File: src/rtl/usb_data_buffer.sv
// usb_data_buffer
//   Shared 64-byte circular byte buffer between the AHB-Lite register side and
//   the USB packet side. Either side may push or pop; the buffer is a single
//   FIFO with first-word fall-through data outputs.
//
// Ports
//   clk, rst                 : clock, synchronous active-high reset
//   clear                    : flush pointers/occupancy (memory untouched)
//   store_tx_data, tx_data   : AHB write strobe/byte (wins over RX on conflict)
//   get_rx_data, rx_data     : AHB pop strobe / head byte
//   store_rx_packet_data,
//   rx_packet_data           : USB RX write strobe/byte
//   get_tx_packet_data,
//   tx_packet_data           : USB TX pop strobe / head byte
//   buffer_occupancy         : registered count of valid bytes (0..DEPTH)
//   overflow / underflow     : registered one-cycle pulses for dropped writes /
//                              rejected reads
module usb_data_buffer #(
  parameter int DEPTH  = 64,
  parameter int ADDR_W = 6
) (
  input  logic              clk,
  input  logic              rst,
  input  logic              clear,
  input  logic              store_tx_data,
  input  logic [7:0]        tx_data,
  input  logic              get_rx_data,
  output logic [7:0]        rx_data,
  input  logic              store_rx_packet_data,
  input  logic [7:0]        rx_packet_data,
  input  logic              get_tx_packet_data,
  output logic [7:0]        tx_packet_data,
  output logic [ADDR_W:0]   buffer_occupancy,
  output logic              overflow,
  output logic              underflow
);

  localparam logic [ADDR_W:0] ONE = {{ADDR_W{1'b0}}, 1'b1};

  logic [7:0]      mem_q [DEPTH];
  logic [ADDR_W:0] wptr_q, wptr_d;
  logic [ADDR_W:0] rptr_q, rptr_d;
  logic [ADDR_W:0] occ_q, occ_d;
  logic            ovf_q, ovf_d;
  logic            unf_q, unf_d;

  logic            empty, full;
  logic            wr, rd, wr_ok, rd_ok, mem_we;
  logic [7:0]      wr_byte;
  logic [7:0]      head;

  assign empty = (wptr_q == rptr_q);
  assign full  = (wptr_q[ADDR_W-1:0] == rptr_q[ADDR_W-1:0]) &&
                 (wptr_q[ADDR_W] != rptr_q[ADDR_W]);

  assign wr      = store_tx_data | store_rx_packet_data;
  assign rd      = get_rx_data | get_tx_packet_data;
  assign wr_byte = store_tx_data ? tx_data : rx_packet_data;

  // When full, a same-cycle pop frees the slot the write lands in; the head is
  // read combinationally before the edge, so overwriting it is safe.
  assign rd_ok = rd && !empty;
  assign wr_ok = wr && (!full || rd_ok);

  always_comb begin
    wptr_d = wptr_q;
    rptr_d = rptr_q;
    occ_d  = occ_q;
    ovf_d  = 1'b0;
    unf_d  = 1'b0;
    mem_we = 1'b0;
    if (clear) begin
      // Flush discards every same-cycle operation silently.
      wptr_d = '0;
      rptr_d = '0;
      occ_d  = '0;
    end else begin
      mem_we = wr_ok;
      if (wr_ok) wptr_d = wptr_q + ONE;
      if (rd_ok) rptr_d = rptr_q + ONE;
      if (wr_ok && !rd_ok)      occ_d = occ_q + ONE;
      else if (rd_ok && !wr_ok) occ_d = occ_q - ONE;
      // Dual-strobe write always drops the RX byte, even if the TX byte fits.
      ovf_d = (wr && !wr_ok) || (store_tx_data && store_rx_packet_data);
      unf_d = rd && empty;
    end
  end

  always_ff @(posedge clk) begin
    if (rst) begin
      wptr_q <= '0;
      rptr_q <= '0;
      occ_q  <= '0;
      ovf_q  <= 1'b0;
      unf_q  <= 1'b0;
    end else begin
      wptr_q <= wptr_d;
      rptr_q <= rptr_d;
      occ_q  <= occ_d;
      ovf_q  <= ovf_d;
      unf_q  <= unf_d;
    end
  end

  // Storage has no reset; only live entries are ever presented.
  always_ff @(posedge clk) begin
    if (mem_we && !rst) mem_q[wptr_q[ADDR_W-1:0]] <= wr_byte;
  end

  assign head             = empty ? 8'h00 : mem_q[rptr_q[ADDR_W-1:0]];
  assign rx_data          = head;
  assign tx_packet_data   = head;
  assign buffer_occupancy = occ_q;
  assign overflow         = ovf_q;
  assign underflow        = unf_q;

endmodule

File: config.mk
export PLATFORM = sky130hd
export DESIGN_NAME = usb_data_buffer
export DESIGN_NICKNAME = d
export VERILOG_FILES = /design/src/rtl/usb_data_buffer.sv
export SDC_FILE = /design/constraint.sdc
export NUM_CORES = 1
export LEC_CHECK = 0
export CORE_MARGIN = 4
export CORE_UTILIZATION = 65
export CTS_CLUSTER_SIZE = 16
export DETAILED_ROUTE_END_ITERATION = 10
export PLACE_DENSITY_LB_ADDON = 0.12
export SYNTH_ARGS = -nofsm -noshare
export SYNTH_HDL_FRONTEND = slang
export SYNTH_SLANG_ARGS = --single-unit
export TNS_END_PERCENT = 100
File: constraint.sdc
create_clock -name clk -period 8.19 [get_ports clk]
set_input_delay 1.2285 -clock clk [delete_from_list [all_inputs] [get_ports clk]]
set_output_delay 1.2285 -clock clk [all_outputs]
set_load 0.03 [all_outputs]
# After elaboration in Yosys (flattened, before gate mapping)
# Memories as Yosys holds them, arrays and structs flattened. A register that Yosys moved wholly into a read port is not among the register bits.
# Index checks and enable logic that the tools add are counted.
# Widths: inputs -> output; s select.
# totals
ff_bits	23
ram_bits	512
inputBits	23
out_inout_bits	25
mem_count	1
# classes
addsub	4
eq_ne	3
mux	9
bitwise	2
reduce_logical	18
# mem_list
name	depth	width	rd	rd_ports_with_merged_regs	wr	line	source
mem_q	64	8	1	1	1	40	logic [7:0] mem_q [DEPTH];
# ops
cell	n
$add 7x1->7 const B	3
$mux 8	2
$mux 7	2
$mux 6	2
$logic_and 1x1->1	9
$eq 7x7->1	1
$sub 7x1->7 const B	1
$eq 6x6->1	1
$logic_not 1->1	5
$mux 1	3
$logic_or 1x1->1	2
$or 1x1->1	2
$reduce_bool 2->1	1
$reduce_or 2->1	1
$ne 1x1->1	1

# Longest topological paths before layout
# logic_depth
word_depth	9
ltp_mapped	14
depth_no_buf	13

# Worst setup path after synthesis
# No wires, ideal clock.
# synth_timing
path_type	flip-flop to output port
from	register (tool-made name)
to	output port tx_packet_data[6]
t_arrival_ns	2.865
t_required_ns	6.962
setup_slack_ns	4.097
stages_incl_launch_ff	10
n_path_buf	6
cell_sequence	dfxtp_1 buf_6 buf_12 buf_12 buf_12 buf_8 mux4_2 mux2i_1 a2111oi_1 buf_4
# synth_lines
element	line	source
to (decl)	32	output logic [7:0] tx_packet_data,

==> results.toml <==
[outcome]
outcome = "complete, no violations"

[timing]
unrepaired_setup_endpoints_after_global_routing = "false"
final-setup-viol-count = 0
timing_hold_violations_final = 0
timing.fmax_mhz = 178
finClkSkew_ns = 0.0103
transition_at_the_pin_with_the_smallest_max_transition_slack_ns = 1.26
fin_crit_ns = 5.61
timing.setup.tns_ns = 0
timing_max_transition_violations_final = 0
timing.max_slew.rel_slack_pct = 16.2
finalCritPeriodShare_pct = 68.4

[routing]
post-route-drc-count = 0
detail_route.iter0.violations = 1249
total_wirelength_of_the_detailed_routed_design_um = 45000
ant_nets = 0
vias_per_cell = 6.61
overall_via_count_from_detail_route = 10900
wl_per_cell_um = 27.4
drt_pass1_iterations = 5

[worst_setup_path]
timing.critical_path.from_type = "flip-flop"
reg2reg_slack_ns = 4.60
crit_required_ns = 6.96
arrival_ns = 4.38
worst-setup-path-type = "reg -> out"
timing.critical_path.fanout_max = 70
endpoint_type_of_the_worst_setup_path = "output pin"
worst_r2r_path_depth = 13

[place]
portBuffers = 47
gpl.final_weighted_congestion = 0.832
hpwl_um = 27100
numPlacedInstances = 1550

[die]
floorplan.initialDensity_pct = 66.4
die_y_um = 191
top_level_pins = 48
floorplan.core_area_um2 = 32800
die_area_um2 = 36500
rows = 66
die_w_um = 191

[synthesis]
yosys_warning_total = 0
synthDominantCellAreaShare_pct = 70.6
yosysSeqAreaShare_pct = 73.3
synth_top_cell_by_area = "sky130_fd_sc_hd__edfxtp_1"
syn-mean-instance-area_um2 = 19.5
synth-async-reset-ratio_pct = 0
yosys.cell_types.count = 60
netlist_top_cells_area = "sky130_fd_sc_hd__edfxtp_1 (71%), sky130_fd_sc_hd__mux4_2 (10%), sky130_fd_sc_hd__mux4_1 (2.8%)"
post_synth_instance_area_um2 = 21800
synth-seq-cells = 541
syn-num-nets = 1151
yosys_most_used_dff = "sky130_fd_sc_hd__edfxtp_1"
synthesis.instances = 1118
synth_enable_flop_cells = 512

[power]
p_int_w = 0.00441
leakage_nw = 7.32
peakVddDrop_v = 0.000172
power_switching_share_pct = 20.6
clock_share_of_power_pct = 40.4
p_seq_share_pct = 55.2
power_per_cell_area_nw_per_um2 = 232
power_frac_comb_pct = 4.4
power.switching_w = 0.00114

[clock_tree]
hold_buffers = 0
tritoncts = "done"
worst_skew_pair.late_latency_ns = 0.57
clock-root-buffer = "sky130_fd_sc_hd__clkbuf_16"
cts_max_path_buffers = 3
clock_tree.htree_level_count = 2
cts.sink_count = 541
path_clk_slew_ns = 0.06
cts-buffers-inserted = 52
cts_repair_resize_count = 0
post_cts_buffers = 0

[worst_hold_path]
cell_depth_of_the_worst_min_delay_path = 2
worst_hold_path_type = "reg -> reg"

[global_routing]
global_route.overflow_total = 0
groute.usage.overall_pct = 25.4
antenna_found_initial = 0
grt_pass1_wl_um = 68600
number_of_global_route_vias_before_repair = 10900
pin_count_of_the_biggest_net_entering_global_routing = 71

[flow_run]
cap_viol_max_count = 0

[layout]
insertedDiodeCount = 0
synthToLayoutAreaGrowth_pct = 9.98
fill_cells = 1962
layoutNonFillerInstCount = 1644
drive_gt1_share_pct = 17.2
final_net_count = 1196
-- flip-flops by register name (all words and copies together) (netlist names), named ones only --
name,cells
mem_q,512
buffer_occupancy,7
rptr_q,7
wptr_q,7
overflow,1
underflow,1
-- routing by layer --
| layer | up-vias | part of all wire (%) | track usage [%] |
|---|---|---|---|
| li1 | 4621 | - | - |
| met5 | - | 0 | 0 |
| met1 | 5576 | 41 | 38.8 |
| met4 | 0 | 2.6 | 7.21 |
| met2 | 568 | 48 | 38.9 |
| met3 | 94 | 9.0 | 4.55 |
-- Yosys cell counts (3+ instances only) --
cell and n:
sky130_fd_sc_hd__nor2_1 111, sky130_fd_sc_hd__buf_2 18, sky130_fd_sc_hd__a31oi_1 7, sky130_fd_sc_hd__a22oi_1 28, sky130_fd_sc_hd__mux4_1 23, sky130_fd_sc_hd__or3_1 6
sky130_fd_sc_hd__a311o_1 5, sky130_fd_sc_hd__ha_1 9, sky130_fd_sc_hd__mux2_2 8, sky130_fd_sc_hd__nor4_1 3, sky130_fd_sc_hd__inv_1 7, sky130_fd_sc_hd__nor3_1 9
sky130_fd_sc_hd__buf_6 7, sky130_fd_sc_hd__buf_4 17, sky130_fd_sc_hd__xor2_1 7, sky130_fd_sc_hd__clkbuf_1 9, sky130_fd_sc_hd__nor2b_1 12, sky130_fd_sc_hd__nand3_1 9
sky130_fd_sc_hd__nand2_1 32, sky130_fd_sc_hd__nor4b_1 3, sky130_fd_sc_hd__a211oi_1 7, sky130_fd_sc_hd__dfxtp_1 29, sky130_fd_sc_hd__buf_12 7, sky130_fd_sc_hd__edfxtp_1 512
sky130_fd_sc_hd__or2_2 3, sky130_fd_sc_hd__mux4_2 101, sky130_fd_sc_hd__a21oi_1 29, sky130_fd_sc_hd__o21ai_1 8, sky130_fd_sc_hd__buf_1 4, sky130_fd_sc_hd__nand3b_1 4
sky130_fd_sc_hd__mux2i_1 31, sky130_fd_sc_hd__o21ai_0 5, sky130_fd_sc_hd__xnor2_1 13
-- cell type report --
class / instances / area, µm² / share of cell area, %
sequential: 541 / 16000 / 66.7
timing repair buffer: 61 / 592 / 2.47
clock inverter: 27 / 179 / 0.747
tap: 442 / 553 / 2.31
clock buffer: 66 / 1410 / 5.87
inverter: 7 / 26.3 / 0.110
multi-input combinational: 500 / 5220 / 21.8
-- cells in the final DEF, fill, tap and decap left out, types with 12 or more instances in the layout --
cell type | netlist | layout
sky130_fd_sc_hd__nor2b_1 | 12 | 12
sky130_fd_sc_hd__a21oi_1 | 29 | 29
sky130_fd_sc_hd__nor2_1 | 111 | 111
sky130_fd_sc_hd__dfxtp_1 | 29 | 25
sky130_fd_sc_hd__xnor2_1 | 13 | 13
sky130_fd_sc_hd__a22oi_1 | 28 | 28
sky130_fd_sc_hd__clkdlybuf4s50_1 | 0 | 47
sky130_fd_sc_hd__mux4_1 | 23 | 23
sky130_fd_sc_hd__mux4_2 | 101 | 101
sky130_fd_sc_hd__nand2_1 | 32 | 32
sky130_fd_sc_hd__clkinv_1 | 0 | 12
sky130_fd_sc_hd__buf_4 | 17 | 12
sky130_fd_sc_hd__mux2i_1 | 31 | 31
sky130_fd_sc_hd__edfxtp_1 | 512 | 512
sky130_fd_sc_hd__clkbuf_16 | 0 | 53
-- power by group through the flow --
stage	clock, W	sequential (W)	combinational [W]
finish	0.00224	0.00306	0.000245
global route	0.00239	0.00306	0.000266
CTS	0.00227	0.00306	0.000246
detailed placement	0	0.00312	0.000244
global placement	0	0.00312	0.000237
floorplan	0	0.00312	0.000155
-- cells by family after synthesis --
logic type | Yosys count | share of synthesized area [%]
adder cells (fa/ha/maj) | 10 | 0.609
XOR/XNOR | 20 | 0.805
multiplexers | 163 | 15.1
buffers and inverters | 77 | 2.73
AND/OR/NAND/NOR | 204 | 4.25
flip-flops | 541 | 73.3
AO/OA/AOI/OAI | 103 | 3.24
-- critical path, cell delays in order, from the launching register on --
cell and delay (ns):
sky130_fd_sc_hd__dfxtp_4 0.79, sky130_fd_sc_hd__buf_12 0.49, sky130_fd_sc_hd__mux4_1 0.36, sky130_fd_sc_hd__mux2i_1 0.07, sky130_fd_sc_hd__o21ai_0 0.20, sky130_fd_sc_hd__nor4_1 0.09, sky130_fd_sc_hd__a2111oi_1 0.85, sky130_fd_sc_hd__clkdlybuf4s50_1 0.84
-- through the flow --
step                      total power (W)  setup WS, ns  utilization [%]  cell area, µm²  hold WS [ns]
after global placement            0.00336          3.34             68.2           22300         0.465
final                             0.00555          2.58             73.0           23900         0.486
after global routing              0.00572          2.45             73.0           23900         0.506
after CTS                         0.00557          2.59             73.0           23900         0.484
after floorplan                   0.00328          4.10                -           21800         0.503
after detailed placement          0.00337          3.24             68.2           22300         0.474
-- path summary, 6_finish.rpt --
check | start | endpoint
worst max-delay path | flip-flop | rx_data[6]
worst min-delay path | buffer_occupancy[6] | buffer_occupancy[6]
worst max register to register | wptr_q[3] | buffer_occupancy[6]
worst min register to register | buffer_occupancy[6] | buffer_occupancy[6]
No activity file was read; power rests on OpenSTA's default activity.
==> edit: new RTL, same flow settings <==
`DEPTH`: 64 -> 32.
--- a/src/rtl/usb_data_buffer.sv
+++ b/src/rtl/usb_data_buffer.sv
@@ -18,3 +18,3 @@
 module usb_data_buffer #(
-  parameter int DEPTH  = 64,
+  parameter int DEPTH  = 32,
   parameter int ADDR_W = 6
Check against the original RTL: no difference found for any inputs over 4 cycles, from zero or initial values; that may be too few to reach the edited logic, so the function may still have changed.
==> edit against the original RTL <==
  * Design area shrank 45%
  * Synthesized area decreased by 47%
  * Sequential share of layout area is 3.7 points lower
  * Worst setup slack gained 0.60 ns
  * Wire length fell by 46%
  * Maximum frequency grew 12%
  * Final cell count fell by 42%
  * Combinational power fell by 27%
  * Sequential cell count is 257 lower
  * Sequential power decreased by 48%
  * Power down 46%
  * Non-clock buffer count rose by 8
  * Global-route usage decreased by 0.11 points
  * Critical endpoint unchanged
==> edit: results (changes against the original RTL) <==
run_status: "finished, final reports clean"
grtUsageTotal_pct: 25.25  # -0.11 points
layout-drive-gt1-share_pct: 20.14  # +2.9 points
worst_setup_skew_after_layout_ns: 0.01430  # +0.004009 ns
nets: 738  # -38%
p_sw_mw: 0.6305  # -45%
placedCellCount: 897  # -42%
preCtsSetupSlack_ns: 3.547  # +0.3091 ns
yosys.area_share.xor_xnor_pct: 0.6818  # -0.12 points
maximum_number_of_pins_on_one_net_before_global_route_repair: 48  # -32%
number_of_flip_flops_in_the_largest_register: 256  # -50%
diodes: 0  # unchanged
global_route_met2_usage_pct: 39.88  # +1.0 points
clkLatencyLatePin_ns: 0.54  # -0.03 ns
global_route.usage.met3_pct: 3.876  # -0.67 points
pg_comb_mw: 0.180  # -27%
nonClockBufferCount: 69  # +13%
slowest_delay_ns: 0.82  # -0.03 ns
n_fill_cell: 967  # -51%
global_route_wire_length_before_repair_mm: 37.94  # -45%
seqAreaFraction_pct: 62.98  # -3.7 points
synth-compound-area-share_pct: 4.113  # +0.87 points
largest_fanout_on_the_critical_path: 47  # -33%
cts_buffers: 28  # -46%
ys_types: 47  # -22%
n_sequential_cell: 284  # -48%
coreArea_mm2: 0.01736  # -47%
instances_no_fill: 950  # -42%
detailroute.wirelength.met3_mm: 1.892  # -53%
timing.rr.start: "wptr_q[4]"
timing_worst_slew_pin_value_ns: 1.308  # +0.05106 ns
dpl.hpwl_mm: 15.13  # -44%
p_seq_mw: 1.60  # -48%
globalRouteMet1Util_pct: 37.35  # -1.4 points
bufAreaShareNonClock_pct: 4.850  # +2.4 points
post_synth_fa_ha_maj_area_fraction_pct: 1.364  # +0.75 points
synth-edff-count: 256  # -50%
detail_route.wirelength.met1_mm: 9.935  # -46%
synth_net_count: 680  # -41%
num-clock-buffers: 35  # -47%
multi_input_gates: 313  # -37%
postSynth.asyncResetShare_pct: 0  # unchanged
placed_area_mm2: 0.01225  # -45%
ys_top_cells_by_area: "sky130_fd_sc_hd__edfxtp_1 66%, sky130_fd_sc_hd__mux4_2 12%, sky130_fd_sc_hd__dfxtp_1 4.8%, sky130_fd_sc_hd__nor3_1 1.3%, sky130_fd_sc_hd__ha_1 1.2%"
htree_num_levels: 1  # -1
ir_drop_uv: 209.8  # +22%
fraction_of_area_in_multi_input_gates_pct: 23.31  # +1.5 points
worst_hold_slack_ns: 0.4823  # -0.003947 ns
netlist_top_cells_count: "256 x sky130_fd_sc_hd__edfxtp_1, 64 x sky130_fd_sc_hd__mux4_2, 29 x sky130_fd_sc_hd__nor3_1, 28 x sky130_fd_sc_hd__dfxtp_1, 28 x sky130_fd_sc_hd__nand2_1"
cp.arrival_ns: 3.77  # -0.61 ns
cp_slowest_cell: "sky130_fd_sc_hd__clkdlybuf4s50_1"
clock_area_share_pct: 6.511  # -0.11 points
drtIter0Drc: 815  # -35%
gp_congestion: 0.8360  # +0.48%
## edit: changes by cell type after synthesis, moves of 8 or more
| cell | before | now |
|---|---|---|
| sky130_fd_sc_hd__a21oi_1 | 29 | 16 |
| sky130_fd_sc_hd__a22oi_1 | 28 | 0 |
| sky130_fd_sc_hd__edfxtp_1 | 512 | 256 |
| sky130_fd_sc_hd__mux2i_1 | 31 | 8 |
| sky130_fd_sc_hd__mux4_1 | 23 | 0 |
| sky130_fd_sc_hd__mux4_2 | 101 | 64 |
| sky130_fd_sc_hd__nor2_1 | 111 | 24 |
| sky130_fd_sc_hd__nor3_1 | 9 | 29 |
| sky130_fd_sc_hd__o21ai_0 | 5 | 15 |
| sky130_fd_sc_hd__o21ai_1 | 8 | 0 |
| sky130_fd_sc_hd__o22ai_1 | 0 | 10 |
| sky130_fd_sc_hd__xnor2_1 | 13 | 2 |
